`src/rtl/interp_pkg.sv`:
```
// interp_pkg: shared state encoding and factor-to-shift helper for the interpolator.
`default_nettype none
package interp_pkg;

  typedef enum logic {IDLE, EMIT} interp_state_t;

  // log2 of a power-of-two factor; elaboration-time only
  function automatic int interp_shift(input int factor);
    int s;
    s = 0;
    for (int i = 0; i < 31; i++) begin
      if ((1 << i) < factor) s = i + 1;
    end
    return s;
  endfunction

endpackage
`default_nettype wire

```
`src/rtl/interp_lerp.sv`:
```
// interp_lerp: y = prev + floor((cur - prev) * k / 2**SHIFT), combinational.
`default_nettype none
module interp_lerp #(
  parameter int W     = 16,
  parameter int SHIFT = 2
) (
  input  logic [W-1:0]     prev,
  input  logic [W-1:0]     cur,
  input  logic [SHIFT-1:0] k,
  output logic [W-1:0]     y
);

  localparam int PW = W + 1 + SHIFT;

  logic signed [W:0]    diff;
  logic signed [PW-1:0] diff_x;
  logic signed [PW-1:0] k_x;
  logic signed [PW-1:0] prod;
  logic signed [PW-1:0] prev_x;

  assign diff   = {cur[W-1], cur} - {prev[W-1], prev};
  assign diff_x = {{SHIFT{diff[W]}}, diff};
  assign k_x    = {{(W+1){1'b0}}, k};
  assign prod   = diff_x * k_x;
  assign prev_x = {{(SHIFT+1){prev[W-1]}}, prev};

  // Result lies between prev and cur, so dropping the top bits is lossless
  assign y = W'(prev_x + (prod >>> SHIFT));

endmodule
`default_nettype wire

```
`src/rtl/interpolate.sv`:
```
// interpolate: 1-to-INTERP_FACTOR linear upsampler with valid/ready on both sides.
// Build option INTERP_ZOH_EN: zero-order hold instead of linear interpolation.
`default_nettype none
module interpolate
  import interp_pkg::*;
#(
  parameter int W             = 16,
  parameter int INTERP_FACTOR = 4
) (
  input  logic         clk,
  input  logic         reset,
  input  logic         x_valid,
  output logic         x_ready,
  input  logic [W-1:0] x_data,
  output logic         y_valid,
  input  logic         y_ready,
  output logic [W-1:0] y_data
);

  localparam int SHIFT = interp_shift(INTERP_FACTOR);
  localparam logic [SHIFT-1:0] K_LAST = '1;
  localparam logic [SHIFT-1:0] K_ONE  = SHIFT'(1);

  if (INTERP_FACTOR < 2 || (1 << SHIFT) != INTERP_FACTOR) begin : g_bad_factor
    $error("interpolate: INTERP_FACTOR must be a power of two >= 2");
  end

  interp_state_t    state;
  logic [W-1:0]     prev;
  logic [W-1:0]     cur;
  logic [SHIFT-1:0] k;

  logic last_phase;
  logic y_fire;
  logic x_fire;

  assign last_phase = (k == K_LAST);
  assign y_valid    = (state == EMIT);
  // y_ready feeds x_ready combinationally so a new sample lands with no bubble
  assign x_ready    = (state == IDLE) || ((state == EMIT) && last_phase && y_ready);
  assign y_fire     = y_valid && y_ready;
  assign x_fire     = x_valid && x_ready;

  always_ff @(posedge clk or posedge reset) begin
    if (reset) begin
      state <= IDLE;
      prev  <= '0;
      cur   <= '0;
      k     <= '0;
    end else begin
      case (state)
        IDLE: begin
          if (x_fire) begin
            prev  <= cur;
            cur   <= x_data;
            k     <= '0;
            state <= EMIT;
          end
        end
        EMIT: begin
          if (y_fire) begin
            if (!last_phase) begin
              k <= k + K_ONE;
            end else if (x_valid) begin
              prev <= cur;
              cur  <= x_data;
              k    <= '0;
            end else begin
              state <= IDLE;
            end
          end
        end
        default: state <= IDLE;
      endcase
    end
  end

`ifdef INTERP_ZOH_EN
  assign y_data = cur;
`else
  interp_lerp #(
    .W     (W),
    .SHIFT (SHIFT)
  ) u_lerp (
    .prev (prev),
    .cur  (cur),
    .k    (k),
    .y    (y_data)
  );
`endif

endmodule
`default_nettype wire

```
`config.mk`:
```
export PLATFORM = sky130hd
export DESIGN_NAME = interpolate
export DESIGN_NICKNAME = d
export VERILOG_FILES = /design/src/rtl/interp_pkg.sv /design/src/rtl/interp_lerp.sv /design/src/rtl/interpolate.sv
export SDC_FILE = /design/constraint.sdc
export NUM_CORES = 1
export LEC_CHECK = 0
export CAP_MARGIN = 20
export CORE_MARGIN = 10
export CORE_UTILIZATION = 46
export CTS_CLUSTER_SIZE = 24
export DETAILED_ROUTE_END_ITERATION = 7
export DONT_BUFFER_PORTS = 1
export SYNTH_ARGS = -nofsm -noshare
export SYNTH_HDL_FRONTEND = slang
export SYNTH_SLANG_ARGS = --single-unit
```
`constraint.sdc`:
```
create_clock -name clk -period 7.95 [get_ports clk]
set_input_delay 1.59 -clock clk [delete_from_list [all_inputs] [get_ports clk]]
set_output_delay 1.59 -clock clk [all_outputs]
set_load 0.05 [all_outputs]
```
### Word-level counts from Yosys, hierarchy flattened

Cells that the tools add are included.

| word-level totals | value |
|---|---|
| word-level logic and storage cells | 42 |
| output and inout bits | 18 |
| flip-flop bits (word level) | 35 |
| input port bits | 20 |

| operators by class | value |
|---|---|
| reductions and logical operators | 7 |
| bitwise gates (word level) | 1 |
| muxes and demuxes | 20 |
| add/subtract/negate cells | 3 |
| eq/ne operators | 6 |
| multipliers | 1 |

Operators by type and width:

| cell | number |
|---|---|
| $mux 16 | 8 |
| $pmux 16 s2 | 2 |
| $mul 17x3->18 | 1 |
| $sub 16x16->17 | 1 |
| $add 16x16->16 | 1 |
| $mux 2 | 4 |
| $logic_and 1x1->1 | 4 |
| $mux 1 | 4 |
| $ne 2x1->1 const B | 2 |
| $ne 2x2->1 const B | 2 |
| $pmux 2 s2 | 1 |
| $reduce_and 4->1 | 1 |
| $ne 3x3->1 const B | 1 |
| $reduce_and 3->1 | 1 |
| $add 2x1->2 const B | 1 |
| $eq 2x2->1 const B | 1 |
| $pmux 1 s2 | 1 |
| $logic_or 1x1->1 | 1 |
| $not 1->1 | 1 |

### Depth between registers and ports, before layout

Gate-level depths: netlist of the first run.

| depth | value |
|---|---|
| depth after elaboration | 7 |
| mapped depth | 27 |
| gate-level depth less buffers | 27 |

### Modules after synthesis

A second synthesis of the first run with hierarchy kept.

| unflattened totals | value |
|---|---|
| cell total of the unflattened synthesis | 420 |
| area total of the unflattened synthesis | 3900.0 µm² |

By module, submodules not included:

| module | sequential area each (µm²) | instances | area an instance (µm²) | cells an instance |
|---|---|---|---|---|
| interp_lerp | 0.0 | 1 | 2493.6 | 331 |
| interpolate | 875.8 | 1 | 1406.3 | 89 |

### Worst setup path after synthesis of the first run

No wires, ideal clock.

| path | value |
|---|---|
| path type | reg-to-output |
| start point | register prev[0] |
| end point | output y_data[15] |
| setup slack | 907 ps |
| arrival time | 5453 ps |
| cell stages (with the launch flop) | 26 |
| data required time | 6360 ps |
| buffers on the path | 0 |
| cell sequence | dfrtp_1 > ha_1 > fa_1 > nor2b_1 > o21a_1 > nor2_1 > xnor2_1 > and2_1 > ha_1 > ha_1 > nor2b_1 > o21ai_0 > a21boi_1 > o21a_1 > nor2_1 > o21bai_1 > a21oi_1 > xnor2_1 > ha_1 > or4_4 > a211oi_2 > o21ai_2 > o31ai_4 > o21ai_2 > xnor2_1 > xnor2_1 |

| on the way | value |
|---|---|
| cells in the longest elaborated chain, start to end | 3 |

RTL lines:

| what | line | source |
|---|---|---|
| start: declaration | interpolate.sv:29 | `logic [W-1:0] prev;` |
| start signal: assignment | interpolate.sv:54 | `prev <= cur;` |
| start signal: assignment | interpolate.sv:65 | `prev <= cur;` |
| $sub 16x16->17 | interp_lerp.sv:21 | `assign diff = {cur[W-1], cur} - {prev[W-1], prev};` |
| $mul 17x3->18 | interp_lerp.sv:24 | `assign prod = diff_x * k_x;` |
| $add 16x16->16 (*) | interp_lerp.sv:28 | `assign y = W'(prev_x + (prod >>> SHIFT));` |
| end: declaration | interpolate.sv:17 | `output logic [W-1:0] y_data` |

Every way passes the cells marked *; elsewhere a longest branch is shown, timed or not.

### Final worst setup path of the first run

Ends and elaborated chain as after synthesis.

==> qor.csv, run 1 <==
stage,metric,value,unit
status,status,finished clean,
cells_and_area,drive_gt1_share,14.1,%
yosys,avgSynthCellArea,9.17,um^2
timing,relSlewSlack,24.1,%
cells_and_area,diodes,0,
floorplan,die_w,112,um
clock_network,clock-sinks,35,
yosys,synth_top_area_cell,dfrtp_1,
routing,antenna_left,0,
floorplan,core,8220,um^2
place,portBuffers,0,
yosys,muxShareOfSynthArea,9.26,%
yosys,seq_area_frac_synth,22.6,%
global_route,grt.busiest_layer,met2,
flow_run,drv_cap,0,
yosys,syn_inst,423,
yosys,synth_ff_type,dfrtp_1,
clock_network,tritoncts.num_buffers,5,
setup_path,r2r_cells,6,
worst_hold_path,holdPathStages,1,
global_route,gr-total-overflow,0,
global_route,antenna_found_initial,0,
cells_and_area,layout_common_cells,"ha_1 (64), dfrtp_1 (35), inv_1 (32)",
clock_network,ctsResizeCount,0,
timing,tns,0,ns
yosys,synth_top_family_by_area,adder cells,
yosys,synth_area,3880,um^2
routing,wl_per_cell,13.8,um
cells_and_area,nets,519,
routing,drt_iter0_drc,87,
setup_path,cp_max_fo,5,
setup_path,path_class,register to output pin,
global_route,grt_max_degree,36,
setup_path,arrival,5.64,ns
yosys,yosysUniqueCellTypes,50,
cells_and_area,multi_input_area,2840,um^2
floorplan,start_util,47.2,%
cells_and_area,layout_commonest_cell,ha_1,
yosys,synth_simple_gate_area_share,14.9,%
clock_network,htree_levels,2,
floorplan,dieArea,12500,um^2
yosys,async_reset_ff_share,100,%
global_route,use_met2,17.6,%
yosys,yosys-top-cells-area,"dfrtp_1 (23%), ha_1 (21%), mux2_2 (9.0%), xnor2_1 (7.0%), and2_1 (4.0%)",
yosys,synth-seq-cells,35,
yosys,synthXorXnorAreaFrac,9.71,%
clock_network,post_cts_buffers,0,
setup_path,worst_setup_path_start_kind,register,
clock_network,cts_tree,built,
routing,drc_errors,0,
timing,rsz0062_at_grt,no,
worst_hold_path,hold_class,register to register,
routing,wirelength,7400,um
timing,final.min_clock_period,7.23,ns
timing,hold_viol,0,
cells_and_area,nFillCells,780,
timing,post-route-period-util,90.9,%
global_route,grt_pass1_vias,2763,
global_route,grt_usage,11.9,%
clock_network,worstSkewPairLatency,0.28,ns
yosys,yosysTopAreaCellShare,22.6,%
place,gp_congestion,0.790,
timing,fin_skew,0.00603,ns
timing,worst_slew_pin_slew,1.13,ns
place,hpwlAfterDp,6280,um
cells_and_area,syn_to_final_growth,7.78,%
yosys,syn-num-nets,510,
routing,drt_first_pass_iters,4,
setup_path,required,6.36,ns
timing,fmax,138,MHz
yosys,synth_compound_area_share,17.3,%
clock_network,root_buffer,clkbuf_8,
clock_network,cts_buffer_depth,2,
global_route,grt_pass1_wl,12900,um
cells_and_area,seq_area,876,um^2
clock_network,path_clk_slew,0.07,ns
timing,setup_violations,0,
clock_network,hold_buffers,0,
routing,via_count,2859,
floorplan,num_io_pins,38,
yosys,synth_edf_count,0,
timing,drv_slew,0,
yosys,yosys_warnings,0,
global_route,grt_use_met1,16.8,%
floorplan,num_rows,33,
routing,routed_via_density,5.31,
global_route,grtUsageMet3,2.09,%
floorplan,die_y,112,um
setup_path,end_kind,output pin,
yosys,synthAdderAreaFrac,22.2,%
-- worst max-delay path: stages, from the launching register on --
cell and delay (ns):
dfrtp_1 0.40, ha_1 0.24, fa_1 0.41, nor2b_1 0.18, o21a_1 0.13, nor2_1 0.04
xnor2_1 0.13, and2_1 0.16, ha_1 0.29, ha_1 0.34, nor2b_1 0.14, o21ai_0 0.20
a21boi_1 0.14, o21a_1 0.18, nor2_1 0.16, o21bai_1 0.08, a21oi_1 0.18, xnor2_1 0.09
ha_1 0.23, or4_4 0.42, a211oi_2 0.22, o21ai_2 0.13, o31ai_4 0.23, o21ai_2 0.10
xnor2_1 0.16, xnor2_1 0.13, buf_4 0.21
-- worst paths after layout --
path                              start         end  slack, ns
worst max-delay path            prev[0]  y_data[15]       0.72
worst min-delay path             cur[0]      cur[0]       0.51
worst max register to register     k[0]      cur[1]       5.48
worst min register to register   cur[0]      cur[0]       0.51
max in group asynchronous         reset      cur[2]       6.37
min in group asynchronous         reset     prev[8]       1.28
-- layer usage --
layer / vias to the layer above / share of wire (%) / wire length, um
met1: 1283 / 55 / 4070
met5: - / 0 / 0
met2: 45 / 40 / 2930
met3: 5 / 4.2 / 312
met4: 0 / 1.3 / 94
li1: 1526 / - / -
-- cells by family after synthesis --
kind of cell / Yosys count
adders and majority gates: 67
muxes: 32
and+or+nand+nor: 108
xor gates and xnor gates: 43
AOI/OAI and AO/OA: 96
DFF: 35
buffers and inverters: 42
-- flip-flops by register name, indices dropped and copies added (netlist names) --
register,flops
prev,16
k,2
cur,16
y_valid,1
-- cell type report --
type	count	area share (%)
clock buffers	6	1.98
clock inverters	2	0.838
inverters	32	2.87
multi-input cells	346	68.1
flip-flops and latches	35	21.0
well taps	105	3.14
repair buffers	12	2.16
-- per-stage QoR --
step | hold slack [ns] | area, um^2 | instances | utilization [%] | setup slack (ns)
floorplan | 0.479 | 3880 | 423 | - | 0.907
global route | 0.528 | 4180 | 538 | 50.9 | 0.306
CTS | 0.510 | 4180 | 538 | 50.9 | 0.688
detailed placement | 0.495 | 4060 | 530 | 49.4 | 1.00
finish | 0.506 | 4180 | 538 | 50.9 | 0.725
global placement | 0.490 | 4060 | 530 | 49.4 | 1.13
-- synthesized netlist by cell type (2+ instances only) --
cell type   n
o311a_1     2
nor2b_1     6
a21oi_2     2
dfrtp_1    35
o21ai_0    15
a41oi_1     2
a21oi_1    22
a21o_1     10
nand3_1     3
inv_1      32
nand2b_1    8
nand4_1     3
a31o_1      2
nor3_1      6
xor2_1     12
o21ai_1     4
and2_1     25
o21ai_2     3
o21a_1      7
nand3b_1    5
o211ai_1    6
fa_1        3
mux2_2     31
nor2_1     19
nand2_1    24
clkbuf_1   10
ha_1       64
xnor2_1    31
a211oi_1    3
nand4b_1    2
a22o_1      2
a21boi_1    2
o21bai_1    5
Power of run 1 is not shown: default switching activity piles up to over one toggle a cycle in this logic, so the estimate is an artifact.
==> inputs of run 2 (changes only) <==
--- a/config.mk
+++ b/config.mk
@@ -7,10 +7,11 @@
 export LEC_CHECK = 0
 export CAP_MARGIN = 20
 export CORE_MARGIN = 10
-export CORE_UTILIZATION = 46
+export CORE_UTILIZATION = 48
 export CTS_CLUSTER_SIZE = 24
 export DETAILED_ROUTE_END_ITERATION = 7
 export DONT_BUFFER_PORTS = 1
+export PLACE_DENSITY = 0.73
 export SYNTH_ARGS = -nofsm -noshare
 export SYNTH_HDL_FRONTEND = slang
 export SYNTH_SLANG_ARGS = --single-unit
==> run 2 against run 1 <==
Compared with the run above: design area is 0.51% lower; non-clock buffer count up 2; sequential share of layout area is 0.11 points higher; final cell count is 0.19% lower; wire length about the same; global-route usage is 1.4 points higher; flip-flop and latch count unchanged; fmax decreased by 0.61%; hold slack gained 0.0060 ns; clock-buffer cell count did not move; worst setup slack lost 0.044 ns.
==> qor.csv, run 2 (synthesis results as in run 1) <==
stage,metric,value,unit,change
place,placed_area,4070,um^2,was 4060 um^2
global_route,antenna_found_initial,0,,unchanged
timing,final.min_clock_period,7.27,ns,was 7.23 ns
timing,fmax,138,MHz,about the same
setup_path,r2r_start,k[0],,unchanged
routing,drc_errors,0,,unchanged
place,gp_congestion,0.874,,was 0.790
floorplan,dieArea,12100,um^2,"was 12,500 um^2"
global_route,grt_pass1_wl,13200,um,"was 12,900 um"
routing,via_count,2912,,"was 2,859"
clock_network,ctsResizeCount,0,,unchanged
routing,routed_via_density,5.42,,was 5.31
place,hpwlAfterDp,6290,um,was 6280 um
cells_and_area,layout_common_cells,"ha_1 (64), dfrtp_1 (35), inv_1 (32)",,unchanged
setup_path,ff2ff_setup_slack,5.51,ns,was 5.48 ns
cells_and_area,diodes,0,,unchanged
worst_hold_path,min-delay-start,cur[0],,unchanged
status,status,finished clean,,unchanged
clock_network,hold_buffers,0,,unchanged
worst_hold_path,hold_class,register to register,,unchanged
place,placedCellCount,529,,was 530
setup_path,r2r_end,cur[1],,unchanged
floorplan,die_w,110,um,was 112 um
setup_path,r2r_cells,6,,unchanged
timing,relSlewSlack,31.0,%,was 24.1%
floorplan,num_rows,32,,was 33
clock_network,cts_buffer_depth,2,,unchanged
cells_and_area,reg.largest.list,"cur x16, prev x16, k x2",,unchanged
timing,rsz0062_at_grt,no,,unchanged
clock_network,clock-sinks,35,,unchanged
clock_network,root_buffer,clkbuf_8,,unchanged
cells_and_area,nets,521,,was 519
flow_run,drv_cap,0,,unchanged
floorplan,start_util,49.7,%,was 47.2%
setup_path,arrival,5.68,ns,was 5.64 ns
setup_path,cp_max_fo,3,,was 5
cells_and_area,final_cells,537,,was 538
timing,worst_slew_pin_slew,1.03,ns,was 1.13 ns
timing,drv_slew,0,,unchanged
global_route,grt_usage,13.2,%,was 11.9%
global_route,grt_max_degree,36,,unchanged
clock_network,worstSkewPairLatency,0.28,ns,about the same
timing,hold_viol,0,,unchanged
setup_path,end_kind,output pin,,unchanged
clock_network,post_cts_buffers,0,,unchanged
timing,fin_skew,0.00444,ns,was 0.00603 ns
clock_network,htree_levels,2,,unchanged
cells_and_area,drive_gt1_share,14.3,%,was 14.1%
timing,tns,0,ns,unchanged
floorplan,die_y,110,um,was 112 um
routing,wl_per_cell,13.8,um,about the same
setup_path,critPathCapture,y_data[15],,unchanged
routing,antenna_left,0,,unchanged
routing,wirelength,7400,um,about the same
cells_and_area,final_area,4160,um^2,was 4180 um^2
timing,setup_violations,0,,unchanged
setup_path,worst_setup_path_start_kind,register,,unchanged
place,portBuffers,0,,unchanged
global_route,gr-total-overflow,0,,unchanged
setup_path,required,6.36,ns,about the same
setup_path,path_class,register to output pin,,unchanged
floorplan,core,7810,um^2,was 8220 um^2
floorplan,num_io_pins,38,,unchanged
timing,post-route-period-util,91.4,%,was 90.9%
setup_path,startpoint,prev[0],,unchanged
clock_network,cts_tree,built,,unchanged
routing,drt_iter0_drc,137,,was 87
clock_network,tritoncts.num_buffers,5,,unchanged
cells_and_area,syn_to_final_growth,7.23,%,was 7.78%
clock_network,path_clk_slew,0.07,ns,about the same
global_route,grt_pass1_vias,2880,,"was 2,763"
routing,drt_first_pass_iters,4,,unchanged
cells_and_area,layout_commonest_cell,ha_1,,unchanged
## run 2: how the worst min path moves through the flow
| stage | slack, ns | to | cells past startpoint |
|---|---|---|---|
| detailed placement | 0.50 | cur[0] | 1 |
| floorplan | 0.48 | cur[0] | 1 |
| global route | 0.54 | cur[0] | 1 |
| CTS | 0.52 | cur[0] | 1 |
| global placement | 0.49 | cur[0] | 1 |
| finish | 0.51 | cur[0] | 1 |
## run 2: per-stage QoR
stage          util [%]  worst slack (ns)  hold WS [ns]
6_report           53.3             0.681         0.512
5_1_grt            53.3             0.199         0.545
4_1_cts            53.3             0.719         0.517
3_5_place_dp       52.2              1.04         0.501
3_3_place_gp       52.2              1.15         0.490
2_1_floorplan         -             0.907         0.479
## run 2: worst max-delay path, stage by stage, from the launching register on
cell and delay [ns]:
dfrtp_1 0.40, ha_1 0.24, fa_1 0.40, nor2b_1 0.19, o21a_1 0.13, nor2_1 0.05
xnor2_1 0.12, and2_1 0.16, ha_1 0.29, ha_1 0.34, nor2b_1 0.14, o21ai_0 0.19
a21boi_1 0.14, o21a_1 0.19, nor2_1 0.17, o21bai_1 0.08, a21oi_1 0.18, xnor2_1 0.14
ha_1 0.28, o21ai_0 0.35, inv_1 0.10, o311ai_1 0.13, o21ai_2 0.14, o31ai_4 0.24
o21ai_2 0.10, xnor2_1 0.16, xnor2_1 0.13, buf_4 0.21
## run 2: layout make-up
class | instances | area, um^2
fillers | 721 | 3650
multi-input cells | 346 | 2840
flip-flops and latches | 35 | 876
well taps | 102 | 128
inverters | 32 | 120
repair buffers | 14 | 105
clock buffers | 6 | 72.6
clock inverters | 2 | 12.5
## run 2: metal layers
metal  part of all wire (%)  GRT usage, %  vias to the layer above  routed length [um]
met5                      0             0                        -                   0
met4                    1.1          3.35                        0                  78
met3                    5.5          3.39                        5                 409
met2                     43          20.9                       46                3200
met1                     50          17.6                     1333                3720
li1                       -             -                     1528                   -
Power of run 2 is left out for the same reason.
==> edit 1 (config.mk and constraints of run 2) <==
Make the reset (`reset`) synchronous in one clocked block.
--- a/src/rtl/interpolate.sv
+++ b/src/rtl/interpolate.sv
@@ -43,3 +43,3 @@
 
-  always_ff @(posedge clk or posedge reset) begin
+  always_ff @(posedge clk) begin
     if (reset) begin
Function: differs if reset is asserted again (counterexample within 4 cycles, from zero or initial values and one cycle with reset high); with reset held inactive, the same outputs for 4 cycles.
==> edit 1 against run 2 <==
- worst setup slack worse by 0.083 ns
- largest cell class unchanged
- wire length is 6.3% higher
- highest routed layer unchanged
- design area is 3.8% lower
- sequential cell count stayed put
- die area is 2.5% lower
- synthesized area is 3.1% lower
Power is left out: it rests on default switching activity, and per cell area and clock period it moved more than threefold.
==> edit 1: results (changes against run 2) <==
- Status: finished, final reports clean
- Synth Area in Compound Gates: 0.214 (+0.0417)
- HPWL after DPL: 6520 µm (+3.7%)
- Count of cell types in the netlist: 47 (-6.0%)
- WHS Path Cells: 2 (+1)
- Routed len/inst: 13.0 µm (-5.9%)
- Met1 Usage GRT: 0.173 (-0.00243)
- Adder-cell share of the synthesized area: 0.229 (+0.00702)
- Leading post-synthesis cells by cell area: ha_1 (21%), dfxtp_1 (19%), nand2_1 (8.9%)
- Grt met2 use: 0.223 (+0.0141)
- Dpl cell area: 3900 µm² (-4.2%)
- Clock skew after layout: 0.00571 ns (+0.00126 ns)
- DRC Markers: 0 (unchanged)
- Initial drt markers: 188 (+37%)
- Fillers: 776 (+7.6%)
- First-pass DRT Iterations: 4 (unchanged)
- Post-synthesis sequential area ratio: 0.186 (-0.0395)
- Cell with the most instances after synthesis: nand2_1
- Final nets: 591 (+13%)
- Share of layout cells above drive strength 1: 0.0376 (-0.105)
- GPL Wtd Cong: 0.863 (-1.3%)
- Gr usage total: 0.137 (+0.00478)
- Post-synth top cells: nand2_1 (89), ha_1 (64), a21oi_1 (59)
- Worst Path Max Fanout: 5 (+2)
- Crit-path leading delay family: compound AO/OA/AOI/OAI gates
- Final cell count without fillers: 607 (+13%)
- Share of flip-flops with an asynchronous set or reset: 0 (-1.00)
- Slowest-stage cell, CP: dfxtp_1
- GR Layer Usage met3: 0.0339 (about the same)
- Syn Inst Count: 502 (+19%)
- Dpl ws: 0.899 ns (-0.146 ns)
- Critical Path AT: 5.76 ns (+0.08 ns)
- Slowest stage delay, CP: 0.47 ns (+0.07 ns)
- Vias in the first global route: 3,085 (+7.1%)
- Relative slew slack: 0.246 (-0.0634)
- Mux share of post-synthesis cell area: 0.0110 (-0.0816)
edit 1: changes by cell type after synthesis, sizes merged, moves of 5 or more:
| cell | change |
|---|---|
| nor2 | +9 |
| and3 | +5 |
| nand2 | +65 |
| nand3b | -5 |
| mux2 | -30 |
| dfxtp | +35 |
| dfrtp | -35 |
| a21oi | +36 |
edit 1: path summary, 6_finish.rpt:
kind	from	endpoint	slack [ns]
hold / removal	cur[0]$_SDFFE_PP0P_	prev[0]$_SDFFE_PP0P_	0.47
setup / recovery	prev[1]$_SDFFE_PP0P_	y_data[15]	0.60
hold reg to reg	cur[0]$_SDFFE_PP0P_	prev[0]$_SDFFE_PP0P_	0.47
setup reg to reg	k[0]$_SDFFE_PP0P_	cur[0]$_SDFFE_PP0P_	5.06
edit 1: cells by family (layout without fill, tap and decap cells):
| logic type | Yosys count | count (layout) |
|---|---|---|
| simple gates | 183 | 183 |
| compound gates | 129 | 129 |
| fa+ha+maj | 67 | 67 |
| xor+xnor | 36 | 36 |
| mux | 4 | 4 |
| buf+inv | 48 | 51 |
| flops | 35 | 35 |
edit 1: layout make-up:
type	instances	area (µm²)	area share
inverters	34	128	0.0319
repair buffers	9	67.6	0.0169
multi-input cells	419	2880	0.719
clock buffers	8	100	0.0250
flip-flops and latches	35	701	0.175
well taps	102	128	0.0319
edit 1: layer usage:
layer	routed length [µm]	vias up
met5	0	-
met4	110	0
met3	461	12
met2	3350	56
met1	3940	1432
li1	-	1736
edit 1: worst reg2reg max path, cell delays in order, from the launching register on:
cell	delay [ns]
dfxtp_1	0.70
ha_1	0.30
nand2_1	0.09
nand2_1	0.41
and2_1	0.92
nand2_1	0.25
a21oi_1	0.17
==> edit 2 (flow settings as in run 2) <==
Without the edit above. `W` is set to 16 in 2 places; all go to 18.
--- a/src/rtl/interp_lerp.sv
+++ b/src/rtl/interp_lerp.sv
@@ -3,3 +3,3 @@
 module interp_lerp #(
-  parameter int W     = 16,
+  parameter int W     = 18,
   parameter int SHIFT = 2
--- a/src/rtl/interpolate.sv
+++ b/src/rtl/interpolate.sv
@@ -6,3 +6,3 @@
 #(
-  parameter int W             = 16,
+  parameter int W             = 18,
   parameter int INTERP_FACTOR = 4
Ports: changed (resized x_data and y_data); port bits go from 38 to 42. The function was not compared with the original's and may differ.
==> edit 2 against run 2 <==
- critical path depth down 1
- synthesized area is 14% higher
- global-route usage up 1.6 points
- wire length up 39%
- worst setup slack got worse by 0.52 ns
- design area rose by 24%
- sequential cell count is 4 higher
Power is left out: the tool's default activity adds up to more than one toggle a clock period on the data nets, which glitch-free logic cannot reach.
==> edit 2: results (changes against run 2) <==
- Hold_sp: cur[8]$_DFFE_PP0P_
- GR Layer Usage met3: 0.0284 (-0.00551)
- Leading post-synthesis cells by cell area: dfrtp_1 (22%), ha_1 (20%), mux2_2 (9.2%)
- Clock skew after layout: 0.00844 ns (+0.00400 ns)
- CP endpoint: y_data[17]
- Met1 Usage GRT: 0.199 (+0.0232)
- Syn avg cell area: 9.10 µm² (-0.74%)
- Slowest-stage cell, CP: a2111oi_4
- Initial drt markers: 240 (+75%)
- Post-synth top cells: ha_1 (70), dfrtp_1 (39), mux2_2 (36)
- Critical Path AT: 6.20 ns (+0.52 ns)
- Setup crit start: cur[0]$_DFFE_PP0P_
- CTS resizes: 7 (+7)
- Worst Path Max Fanout: 6 (+3)
- GPL Wtd Cong: 0.881 (+0.82%)
- Hold Path End: cur[8]$_DFFE_PP0P_
- Placed insts: 603 (+14%)
- Count of cell types in the netlist: 59 (+18%)
- Routed WL: 10,300 µm (+39%)
- Gr usage total: 0.148 (+0.0156)
- Dpl ws: 0.143 ns (-0.902 ns)
- Slew @ Worst Pin: 1.00 ns (-0.0281 ns)
- Post-synthesis sequential area ratio: 0.221 (-0.00473)
- Grt met2 use: 0.237 (+0.0287)
- Final nets: 607 (+17%)
- Status: finished, final reports clean
- Vias in the first global route: 3,482 (+21%)
- Reg2reg setup slack: 5.46 ns (-0.05 ns)
- Largest net degree at the start of global routing: 40 (+11%)
- DR WL met2: 4680 µm (+46%)
[edit 2: changes by cell type after synthesis, moves of 5 or more]
cell | before | now
nand3b_1 | 5 | 0
and3_1 | 1 | 6
mux2_2 | 31 | 36
nor2_1 | 19 | 33
ha_1 | 64 | 70
a211oi_1 | 3 | 8
nor3_1 | 6 | 13
nand2_1 | 24 | 17
o31ai_1 | 1 | 7
[edit 2: cell type report]
cell class | instances | area [µm²]
Clock buffer | 8 | 100
Sequential cell | 39 | 977
Multi-Input combinational cell | 404 | 3620
Timing Repair Buffer | 28 | 210
Tap cell | 108 | 135
Inverter | 34 | 128
Fill cell | 769 | 3680
[edit 2: kinds of logic (layout without fill, tap and decap cells)]
logic type | Yosys count | in the layout | share of synthesized area
AOI/OAI and AO/OA | 117 | 117 | 0.192
xor gates and xnor gates | 43 | 43 | 0.0853
adders and majority gates | 73 | 73 | 0.212
buffers and inverters | 42 | 70 | 0.0360
DFF | 39 | 39 | 0.221
muxes | 36 | 36 | 0.0919
and+or+nand+nor | 135 | 135 | 0.162
